[src/rtl/pipe_stall_ctrl_if.sv]
// rtl/pipe_stall_ctrl_if.sv - hazard inputs, stage controls and perf counters of the stall sequencer
interface pipe_stall_ctrl_if #(parameter int CNT_W = 32);
   logic             mem_busy;
   logic             branch_taken;
   logic             load_use;
   logic             dbg_halt;
   logic             dbg_step;
   logic             cnt_clr;
   logic             pc_ce;
   logic             fd_ce;
   logic             dx_ce;
   logic             xw_ce;
   logic             fd_flush;
   logic             dx_flush;
   logic             xw_flush;
   logic             halted;
   logic [CNT_W-1:0] bubble_cnt;
   logic [CNT_W-1:0] freeze_cnt;

   // core side: raises hazards, consumes stage controls
   modport master (
      output mem_busy, branch_taken, load_use, dbg_halt, dbg_step, cnt_clr,
      input  pc_ce, fd_ce, dx_ce, xw_ce, fd_flush, dx_flush, xw_flush,
      input  halted, bubble_cnt, freeze_cnt
   );

   // sequencer side
   modport slave (
      input  mem_busy, branch_taken, load_use, dbg_halt, dbg_step, cnt_clr,
      output pc_ce, fd_ce, dx_ce, xw_ce, fd_flush, dx_flush, xw_flush,
      output halted, bubble_cnt, freeze_cnt
   );
endinterface

[src/rtl/pipe_stall_ctrl.sv]
// rtl/pipe_stall_ctrl.sv - pipeline ce/flush sequencer with boot hold, hazards, debug halt and perf counters
module pipe_stall_ctrl #(
   parameter int BOOT_CYCLES  = 4,
   parameter int FLUSH_CYCLES = 1,
   parameter int CNT_W        = 32
) (
   input  logic             clk,
   input  logic             rst,
   pipe_stall_ctrl_if.slave bus
);
   localparam int BW = (BOOT_CYCLES > 1) ? $clog2(BOOT_CYCLES) : 1;
   localparam int FW = $clog2(FLUSH_CYCLES + 2);

   localparam logic [BW-1:0] BOOT_LAST  = BW'(BOOT_CYCLES - 1);
   localparam logic [FW-1:0] FLUSH_LOAD = FW'(FLUSH_CYCLES);
   localparam logic [FW-1:0] FLUSH_ONE  = FW'(1);
   localparam bit            HAS_FLUSH  = (FLUSH_CYCLES > 0);

   localparam logic [2:0] S_BOOT  = 3'd0;
   localparam logic [2:0] S_RUN   = 3'd1;
   localparam logic [2:0] S_FLUSH = 3'd2;
   localparam logic [2:0] S_HALT  = 3'd3;
   localparam logic [2:0] S_STEP  = 3'd4;

   logic [2:0]       r_state;
   logic [BW-1:0]    r_boot_cnt;
   logic [FW-1:0]    r_flush_cnt;
   logic [CNT_W-1:0] r_bubble_cnt;
   logic [CNT_W-1:0] r_freeze_cnt;

   logic [2:0]       w_next_state;
   logic [BW-1:0]    w_boot_cnt_nxt;
   logic [FW-1:0]    w_flush_cnt_nxt;
   logic             w_pc_ce, w_fd_ce, w_dx_ce, w_xw_ce;
   logic             w_fd_flush, w_dx_flush, w_xw_flush;
   logic             w_freeze_inc;
   logic             w_bubble_inc;

   // stage controls and next state; reset cycle looks like a boot cycle at the outputs
   always_comb begin
      w_next_state    = r_state;
      w_boot_cnt_nxt  = r_boot_cnt;
      w_flush_cnt_nxt = r_flush_cnt;
      w_pc_ce         = 1'b0;
      w_fd_ce         = 1'b0;
      w_dx_ce         = 1'b0;
      w_xw_ce         = 1'b0;
      w_fd_flush      = 1'b0;
      w_dx_flush      = 1'b0;
      w_xw_flush      = 1'b0;
      w_freeze_inc    = 1'b0;
      if (rst) begin
         w_fd_flush = 1'b1;
         w_dx_flush = 1'b1;
         w_xw_flush = 1'b1;
      end else begin
         case (r_state)
            S_RUN, S_STEP: begin
               if (bus.mem_busy) begin
                  w_freeze_inc = 1'b1;
               end else if (bus.dbg_halt && (r_state == S_RUN)) begin
                  w_next_state = S_HALT;
               end else if (bus.branch_taken) begin
                  w_pc_ce    = 1'b1;
                  w_fd_ce    = 1'b1;
                  w_dx_ce    = 1'b1;
                  w_xw_ce    = 1'b1;
                  w_fd_flush = 1'b1;
                  w_dx_flush = 1'b1;
                  if (HAS_FLUSH) begin
                     w_next_state    = S_FLUSH;
                     w_flush_cnt_nxt = FLUSH_LOAD;
                  end else if (r_state == S_STEP) begin
                     w_next_state = S_HALT;
                  end
               end else if (bus.load_use) begin
                  w_xw_ce    = 1'b1;
                  w_dx_flush = 1'b1;
                  if (r_state == S_STEP) w_next_state = S_HALT;
               end else begin
                  w_pc_ce = 1'b1;
                  w_fd_ce = 1'b1;
                  w_dx_ce = 1'b1;
                  w_xw_ce = 1'b1;
                  if (r_state == S_STEP) w_next_state = S_HALT;
               end
            end
            S_FLUSH: begin
               if (bus.mem_busy) begin
                  w_freeze_inc = 1'b1;
               end else begin
                  w_pc_ce    = 1'b1;
                  w_dx_ce    = 1'b1;
                  w_xw_ce    = 1'b1;
                  w_fd_flush = 1'b1;
                  w_flush_cnt_nxt = r_flush_cnt - FLUSH_ONE;
                  if (r_flush_cnt <= FLUSH_ONE) begin
                     w_next_state = bus.dbg_halt ? S_HALT : S_RUN;
                  end
               end
            end
            S_HALT: begin
               if (!bus.dbg_halt) begin
                  w_next_state = S_RUN;
               end else if (bus.dbg_step) begin
                  w_next_state = S_STEP;
               end
            end
            default: begin
               w_fd_flush = 1'b1;
               w_dx_flush = 1'b1;
               w_xw_flush = 1'b1;
               if (r_state != S_BOOT) begin
                  w_next_state   = S_BOOT;
                  w_boot_cnt_nxt = '0;
               end else if (r_boot_cnt == BOOT_LAST) begin
                  w_next_state = S_RUN;
               end else begin
                  w_boot_cnt_nxt = r_boot_cnt + 1'b1;
               end
            end
         endcase
      end
      w_bubble_inc = w_dx_flush && !rst && (r_state != S_BOOT);
   end

   // state register and boot/redirect counters
   always_ff @(posedge clk) begin
      if (rst) begin
         r_state     <= S_BOOT;
         r_boot_cnt  <= '0;
         r_flush_cnt <= '0;
      end else begin
         r_state     <= w_next_state;
         r_boot_cnt  <= w_boot_cnt_nxt;
         r_flush_cnt <= w_flush_cnt_nxt;
      end
   end

   // saturating perf counters; clear takes precedence over a same-cycle increment
   always_ff @(posedge clk) begin
      if (rst || bus.cnt_clr) begin
         r_bubble_cnt <= '0;
         r_freeze_cnt <= '0;
      end else begin
         if (w_bubble_inc && (r_bubble_cnt != {CNT_W{1'b1}})) r_bubble_cnt <= r_bubble_cnt + 1'b1;
         if (w_freeze_inc && (r_freeze_cnt != {CNT_W{1'b1}})) r_freeze_cnt <= r_freeze_cnt + 1'b1;
      end
   end

   assign bus.pc_ce      = w_pc_ce;
   assign bus.fd_ce      = w_fd_ce;
   assign bus.dx_ce      = w_dx_ce;
   assign bus.xw_ce      = w_xw_ce;
   assign bus.fd_flush   = w_fd_flush;
   assign bus.dx_flush   = w_dx_flush;
   assign bus.xw_flush   = w_xw_flush;
   assign bus.halted     = (r_state == S_HALT) && !rst;
   assign bus.bubble_cnt = r_bubble_cnt;
   assign bus.freeze_cnt = r_freeze_cnt;
endmodule

[src/flat_wrapper.sv]
// flat-port wrapper written by rule: the top's interface ports become plain ports
module pipe_stall_ctrl_flat 
#(
   parameter int BOOT_CYCLES  = 4,
   parameter int FLUSH_CYCLES = 1,
   parameter int CNT_W        = 32
)
  (clk, rst, bus_mem_busy, bus_branch_taken, bus_load_use, bus_dbg_halt, bus_dbg_step, bus_cnt_clr, bus_pc_ce, bus_fd_ce, bus_dx_ce, bus_xw_ce, bus_fd_flush, bus_dx_flush, bus_xw_flush, bus_halted, bus_bubble_cnt, bus_freeze_cnt);
  pipe_stall_ctrl_if #(.CNT_W(CNT_W)) bus_i ();
  input  logic clk;
  input  logic rst;
  input wire logic [$bits(bus_i.mem_busy)-1:0] bus_mem_busy;
  input wire logic [$bits(bus_i.branch_taken)-1:0] bus_branch_taken;
  input wire logic [$bits(bus_i.load_use)-1:0] bus_load_use;
  input wire logic [$bits(bus_i.dbg_halt)-1:0] bus_dbg_halt;
  input wire logic [$bits(bus_i.dbg_step)-1:0] bus_dbg_step;
  input wire logic [$bits(bus_i.cnt_clr)-1:0] bus_cnt_clr;
  output wire logic [$bits(bus_i.pc_ce)-1:0] bus_pc_ce;
  output wire logic [$bits(bus_i.fd_ce)-1:0] bus_fd_ce;
  output wire logic [$bits(bus_i.dx_ce)-1:0] bus_dx_ce;
  output wire logic [$bits(bus_i.xw_ce)-1:0] bus_xw_ce;
  output wire logic [$bits(bus_i.fd_flush)-1:0] bus_fd_flush;
  output wire logic [$bits(bus_i.dx_flush)-1:0] bus_dx_flush;
  output wire logic [$bits(bus_i.xw_flush)-1:0] bus_xw_flush;
  output wire logic [$bits(bus_i.halted)-1:0] bus_halted;
  output wire logic [$bits(bus_i.bubble_cnt)-1:0] bus_bubble_cnt;
  output wire logic [$bits(bus_i.freeze_cnt)-1:0] bus_freeze_cnt;
  assign bus_i.mem_busy = bus_mem_busy;
  assign bus_i.branch_taken = bus_branch_taken;
  assign bus_i.load_use = bus_load_use;
  assign bus_i.dbg_halt = bus_dbg_halt;
  assign bus_i.dbg_step = bus_dbg_step;
  assign bus_i.cnt_clr = bus_cnt_clr;
  assign bus_pc_ce = bus_i.pc_ce;
  assign bus_fd_ce = bus_i.fd_ce;
  assign bus_dx_ce = bus_i.dx_ce;
  assign bus_xw_ce = bus_i.xw_ce;
  assign bus_fd_flush = bus_i.fd_flush;
  assign bus_dx_flush = bus_i.dx_flush;
  assign bus_xw_flush = bus_i.xw_flush;
  assign bus_halted = bus_i.halted;
  assign bus_bubble_cnt = bus_i.bubble_cnt;
  assign bus_freeze_cnt = bus_i.freeze_cnt;
  pipe_stall_ctrl #(.BOOT_CYCLES(BOOT_CYCLES), .FLUSH_CYCLES(FLUSH_CYCLES), .CNT_W(CNT_W)) u_core (.clk(clk), .rst(rst), .bus(bus_i));
endmodule
[config.mk]
export PLATFORM = sky130hd
export DESIGN_NAME = pipe_stall_ctrl_flat
export DESIGN_NICKNAME = d
export VERILOG_FILES = /design/src/rtl/pipe_stall_ctrl_if.sv /design/src/rtl/pipe_stall_ctrl.sv /design/src/flat_wrapper.sv
export SDC_FILE = /design/constraint.sdc
export NUM_CORES = 1
export LEC_CHECK = 0
export BUFFER_PORTS_ARGS = -buffer_cell sky130_fd_sc_hd__buf_2
export CAP_MARGIN = 20
export CORE_MARGIN = 2
export CORE_UTILIZATION = 55
export CTS_BUF_LIST = sky130_fd_sc_hd__clkbuf_8
export DETAILED_ROUTE_END_ITERATION = 8
export PLACE_DENSITY = 0.8
export SLEW_MARGIN = 20
export SYNTH_ARGS = -nofsm -noshare
export SYNTH_HDL_FRONTEND = slang
export SYNTH_SLANG_ARGS = --single-unit
[constraint.sdc]
create_clock -name clk -period 3.1 [get_ports clk]
set_clock_uncertainty 0.2 [all_clocks]
set_input_delay 0.62 -clock clk [delete_from_list [all_inputs] [get_ports clk]]
set_output_delay 0.62 -clock clk [all_outputs]
set_load 0.05 [all_outputs]
==> After elaboration in Yosys (flattened, before gate mapping) <==
Index checks and enable logic that the tools add are counted.
{ "totals": {"inputBits": 8, "out_inout_bits": 72, "ff_bits": 71} }
{ "classes": {"add_sub_neg": 4, "magnitude_cmp": 1, "n_eq_ne": 15, "bitwise_logic": 1, "reduce_logical": 18, "muxes": 48} }
{ "op_table": {"columns": ["cell", "count"], "rows": [
  ["$add 32x1->32 const B", 2],
  ["$ne 32x32->1 const B", 2],
  ["$mux 3", 10],
  ["$mux 1", 25],
  ["$mux 2", 7],
  ["$pmux 3 s3", 1],
  ["$ne 2x2->1 const B", 4],
  ["$eq 3x2->1 const B", 2],
  ["$logic_and 1x1->1", 6],
  ["$pmux 1 s2", 3],
  ["$reduce_and 6->1", 1],
  ["$reduce_and 5->1", 1],
  ["$reduce_bool 5->1", 1],
  ["$ne 2x1->1 const B", 2],
  ["$ne 4x2->1 const B", 1],
  ["$pmux 2 s2", 1],
  ["$reduce_or 2->1", 2],
  ["$reduce_or 4->1", 1],
  ["$eq 3x1->1 const B", 1],
  ["$eq 3x3->1 const B", 1],
  ["$ne 3x3->1 const B", 1],
  ["$pmux 1 s3", 1],
  ["$reduce_bool 3->1", 1],
  ["$reduce_or 3->1", 1],
  ["other kinds (9)", 9]
]} }

==> Depth between registers and ports, before layout <==
{ "logic_depth": {"ltp_word": 9, "ltp_mapped": 8, "ltp_nobuf": 6} }

==> Least setup slack after synthesis <==
No wires, ideal clock.
{ "synth_path": {"kind": "register to output", "startpoint": "reg u_core.r_state[0]", "endpoint": "out bus_pc_ce", "required_ns": 2.280, "arrival_ns": 2.702, "slack_ns": -0.422, "path_stages_with_launch": 7, "path_buffers": 2, "cell_sequence": "dfxtp_1 -> clkbuf_1 -> or3b_2 -> a211oi_1 -> o21ai_0 -> a21oi_1 -> buf_4"} }
{ "synth_via": {"elab_chain_len": 6, "word_cells_on_any_way": 9, "cone_classes": "3 x eq/ne; 4 x mux; 2 x reduce/logical"} }
{ "synth_rtl": {"columns": ["element", "line", "rtl"], "rows": [
  ["start, declared", "pipe_stall_ctrl.sv:25", "logic [2:0] r_state;"],
  ["start signal, assigned", "pipe_stall_ctrl.sv:134", "r_state <= w_next_state;"],
  ["$eq 3x1->1", null, null],
  ["$logic_and 1x1->1", "pipe_stall_ctrl.sv:61", "end else if (bus.dbg_halt && (r_state == S_RUN)) begin"],
  ["$mux 1 (2 in a row)", null, null],
  ["$pmux 1 s2 *", null, null],
  ["$mux 1 *", null, null],
  ["end, declared", "flat_wrapper.sv:18", "output wire logic [$bits(bus_i.pc_ce)-1:0] bus_pc_ce;"]
]} }
Mark *: on every way between the ends. The rest lies on a longest branch, timed or not.

==> Worst setup path in the final report <==
{ "layout_path": {"startpoint": "reg u_core.r_state[2]", "endpoint": "out bus_dx_ce"} }
{ "layout_via": {"elab_chain_len": 6, "word_cells_on_any_way": 9, "cone_classes": "3 x eq/ne; 4 x mux; 2 x reduce/logical"} }
{ "layout_rtl": {"columns": ["element", "line", "rtl"], "rows": [
  ["$eq 3x1->1", "pipe_stall_ctrl.sv:57, pipe_stall_ctrl.sv:61", null],
  ["$logic_and 1x1->1", "pipe_stall_ctrl.sv:61", null],
  ["$mux 1", "pipe_stall_ctrl.sv:61", null],
  ["$mux 1", "pipe_stall_ctrl.sv:59", "if (bus.mem_busy) begin"],
  ["$pmux 1 s2 *", "pipe_stall_ctrl.sv:57", "case (r_state)"],
  ["$mux 1 *", "pipe_stall_ctrl.sv:52", "if (rst) begin"],
  ["end, declared", "flat_wrapper.sv:20", "output wire logic [$bits(bus_i.dx_ce)-1:0] bus_dx_ce;"]
]} }
Marked as above.

==> results.ini <==
[status]
outcome=finished, final reports clean

[cells_and_area]
n_antenna_cell=0
multi_input_area_sq_um=2410
syn_to_final_growth_pct=18.3
seq_area_sq_um=1420
nNetsFinal=596
fillers=662
final_area_sq_um=4720
drive_above_1_share=0.211
instances_no_fill=687

[global_routing]
grt_pass1_vias=3625
grt_usage=0.262
antenna_found_initial=0
grt_pass1_wl_um=16800
grt_overflow=0
grt_max_degree=37

[die]
core_sq_um=7140
initial_core_util=0.559
die_y_um=89.2
die_w_um=89.2
die_area_sq_um=7950
rows=31
pin_count=80

[power_and_ir_drop]
power_mw=1.86
powerDensity_nw_per_um2=394
vdd.ir_drop.worst_mv=0.301
power.leakage_nw=1.70

[logic_synthesis]
yosysMostFrequentCell=dfxtp_1
synth_top_family_by_area=simple AND/OR/NAND/NOR gates
seq_area_frac_synth=0.356
yosys.area.top_type=dfxtp_1
synth_seq_cells=71
synthMuxAreaShare=0.0150
synth-edff-count=0
ys_types=54
syn-num-nets=520
async_reset_ff_frac=0
yosysTopAreaCellShare=0.356
synth-xor-area-share=0.0110
synth-compound-area-share=0.235
syn_inst=508
yosys_warnings=0
synth_area_sq_um=3990
ys_top_cells_by_count=dfxtp_1, a21oi_1, nand2_1, nor2_1, o21ai_0
synthSimpleGateAreaFrac=0.322
synth_fa_ha_area_frac=0.0125
syn_area_per_cell_sq_um=7.86
ys.flop_type=dfxtp_1
synthTopCellsByArea=dfxtp_1, a21oi_1, or4_1

[cts]
clockBufferDepth=2
post-cts-setup-buffers=0
cts-resized-gates=2
cts_buffers=9
htree_levels=3
path_clk_slew_ns=0.07
cts_tree=done
ctsHoldBuffers=0
clk_latency_ns=0.35
cts_root_buffer=clkbuf_8
clock_sinks=71

[placement]
io_buffers=79
place.gp.congestion=0.881
dpl.cell_count=672
post_dp_cell_area_sq_um=4540
place_hpwl_um=7320

[worst_hold_path]
min_path_type=flop to flop

[worst_setup_path]
crit_type=flop to output port
worstPathArrival_ns=2.14
cp-end-kind=output port
cp_max_fo=10
start_kind=flop
crit_required_ns=2.28

[sta]
hold_viol_final=0
fmax_mhz=337
grt_setup_unrepaired=no
slew_headroom=0.483
finalSetupViolCount=0
fin_crit_ns=2.96
tightest_slew_ns=0.772
fin_crit_sh=0.956
fin_setup_tns_ns=0
drv_slew=0

[route]
antenna_left=0
drc=0
vias=4327
via_per_inst=6.30
firstDrtPassIters=7
dr.first_iter.drc_count=340
wire_per_inst_um=15.3
totalWireLength_um=10500

[job]
maxCapViolCount=0

-- flip-flops by register name (all words and copies together) (netlist names) --
name	count
u_core.bus.freeze_cnt	32
u_core.bus.bubble_cnt	32
u_core.r_flush_cnt	2
u_core.r_state	3
u_core.r_boot_cnt	2
-- power by group --
part	switching, mW	internal, mW
sequential	0.0188	0.930
combinational	0.165	0.0967
clock	0.350	0.301
-- cell families after synthesis --
kind of cell,count (synthesis)
DFF,71
and+or+nand+nor,229
adders and majority gates,4
muxes,6
AOI/OAI and AO/OA,148
xor gates and xnor gates,5
buffers and inverters,45
-- final timing paths --
path              cells after the start                                from                                      to  slack [ns]
setup / recovery                      5      u_core.r_state[2]$_SDFFE_PP0P_                               bus_dx_ce        0.14
hold reg to reg                       2  u_core.r_flush_cnt[1]$_SDFFE_PP0P_      u_core.r_flush_cnt[1]$_SDFFE_PP0P_        0.26
setup reg to reg                      6      u_core.r_state[1]$_SDFFE_PP0P_  u_core.bus.freeze_cnt[15]$_SDFFE_PP0P_        0.36
hold / removal                        2  u_core.r_flush_cnt[1]$_SDFFE_PP0P_      u_core.r_flush_cnt[1]$_SDFFE_PP0P_        0.26
-- per-layer routing --
| layer | share of wire | routed length, um | global-route usage | up-vias |
|---|---|---|---|---|
| met5 | 0 | 0 | 0 | - |
| met4 | 0.018 | 192 | 0.103 | 0 |
| met3 | 0.063 | 664 | 0.0536 | 23 |
| met2 | 0.47 | 5000 | 0.414 | 156 |
| met1 | 0.44 | 4690 | 0.351 | 2027 |
| li1 | - | - | - | 2121 |
-- stage by stage --
stage | utilization | worst slack (ns) | hold slack (ns)
floorplan | - | -0.00325 | 0.232
global placement | 0.636 | 0.0592 | 0.244
detailed placement | 0.636 | 0.00322 | 0.250
CTS | 0.660 | 0.101 | 0.259
global route | 0.662 | 0.0319 | 0.285
finish | 0.662 | 0.136 | 0.259
-- final cells by class --
type                            count  area share
Timing Repair Buffer               98       0.118
Sequential cell                    71       0.301
Clock buffer                       10      0.0291
Clock inverter                      5     0.00556
Tap cell                           99      0.0262
Multi-Input combinational cell    392       0.511
Inverter                           12     0.00954
-- worst max-delay path: stages (launching register included) --
cell and delay, ns:
dfxtp_1 0.40, or3b_2 0.53, a211oi_4 0.29, o21ai_1 0.17, a21oi_4 0.17, clkbuf_4 0.24
-- placed cells by master, fill, tap and decap left out, types with 10 or more instances in the layout --
cell / Yosys / final
a21oi_1: 53 / 52
buf_2: 8 / 77
buf_4: 1 / 18
clkbuf_8: 0 / 10
dfxtp_1: 71 / 71
inv_1: 12 / 13
nand2_1: 40 / 40
nand3_1: 26 / 26
nand4_1: 19 / 19
nor2_1: 31 / 31
nor3_1: 10 / 10
nor4_1: 10 / 10
o21ai_0: 31 / 30
o31ai_1: 21 / 21
or3_1: 29 / 29
or4_1: 27 / 27
Power figures use the tool's default switching activity.
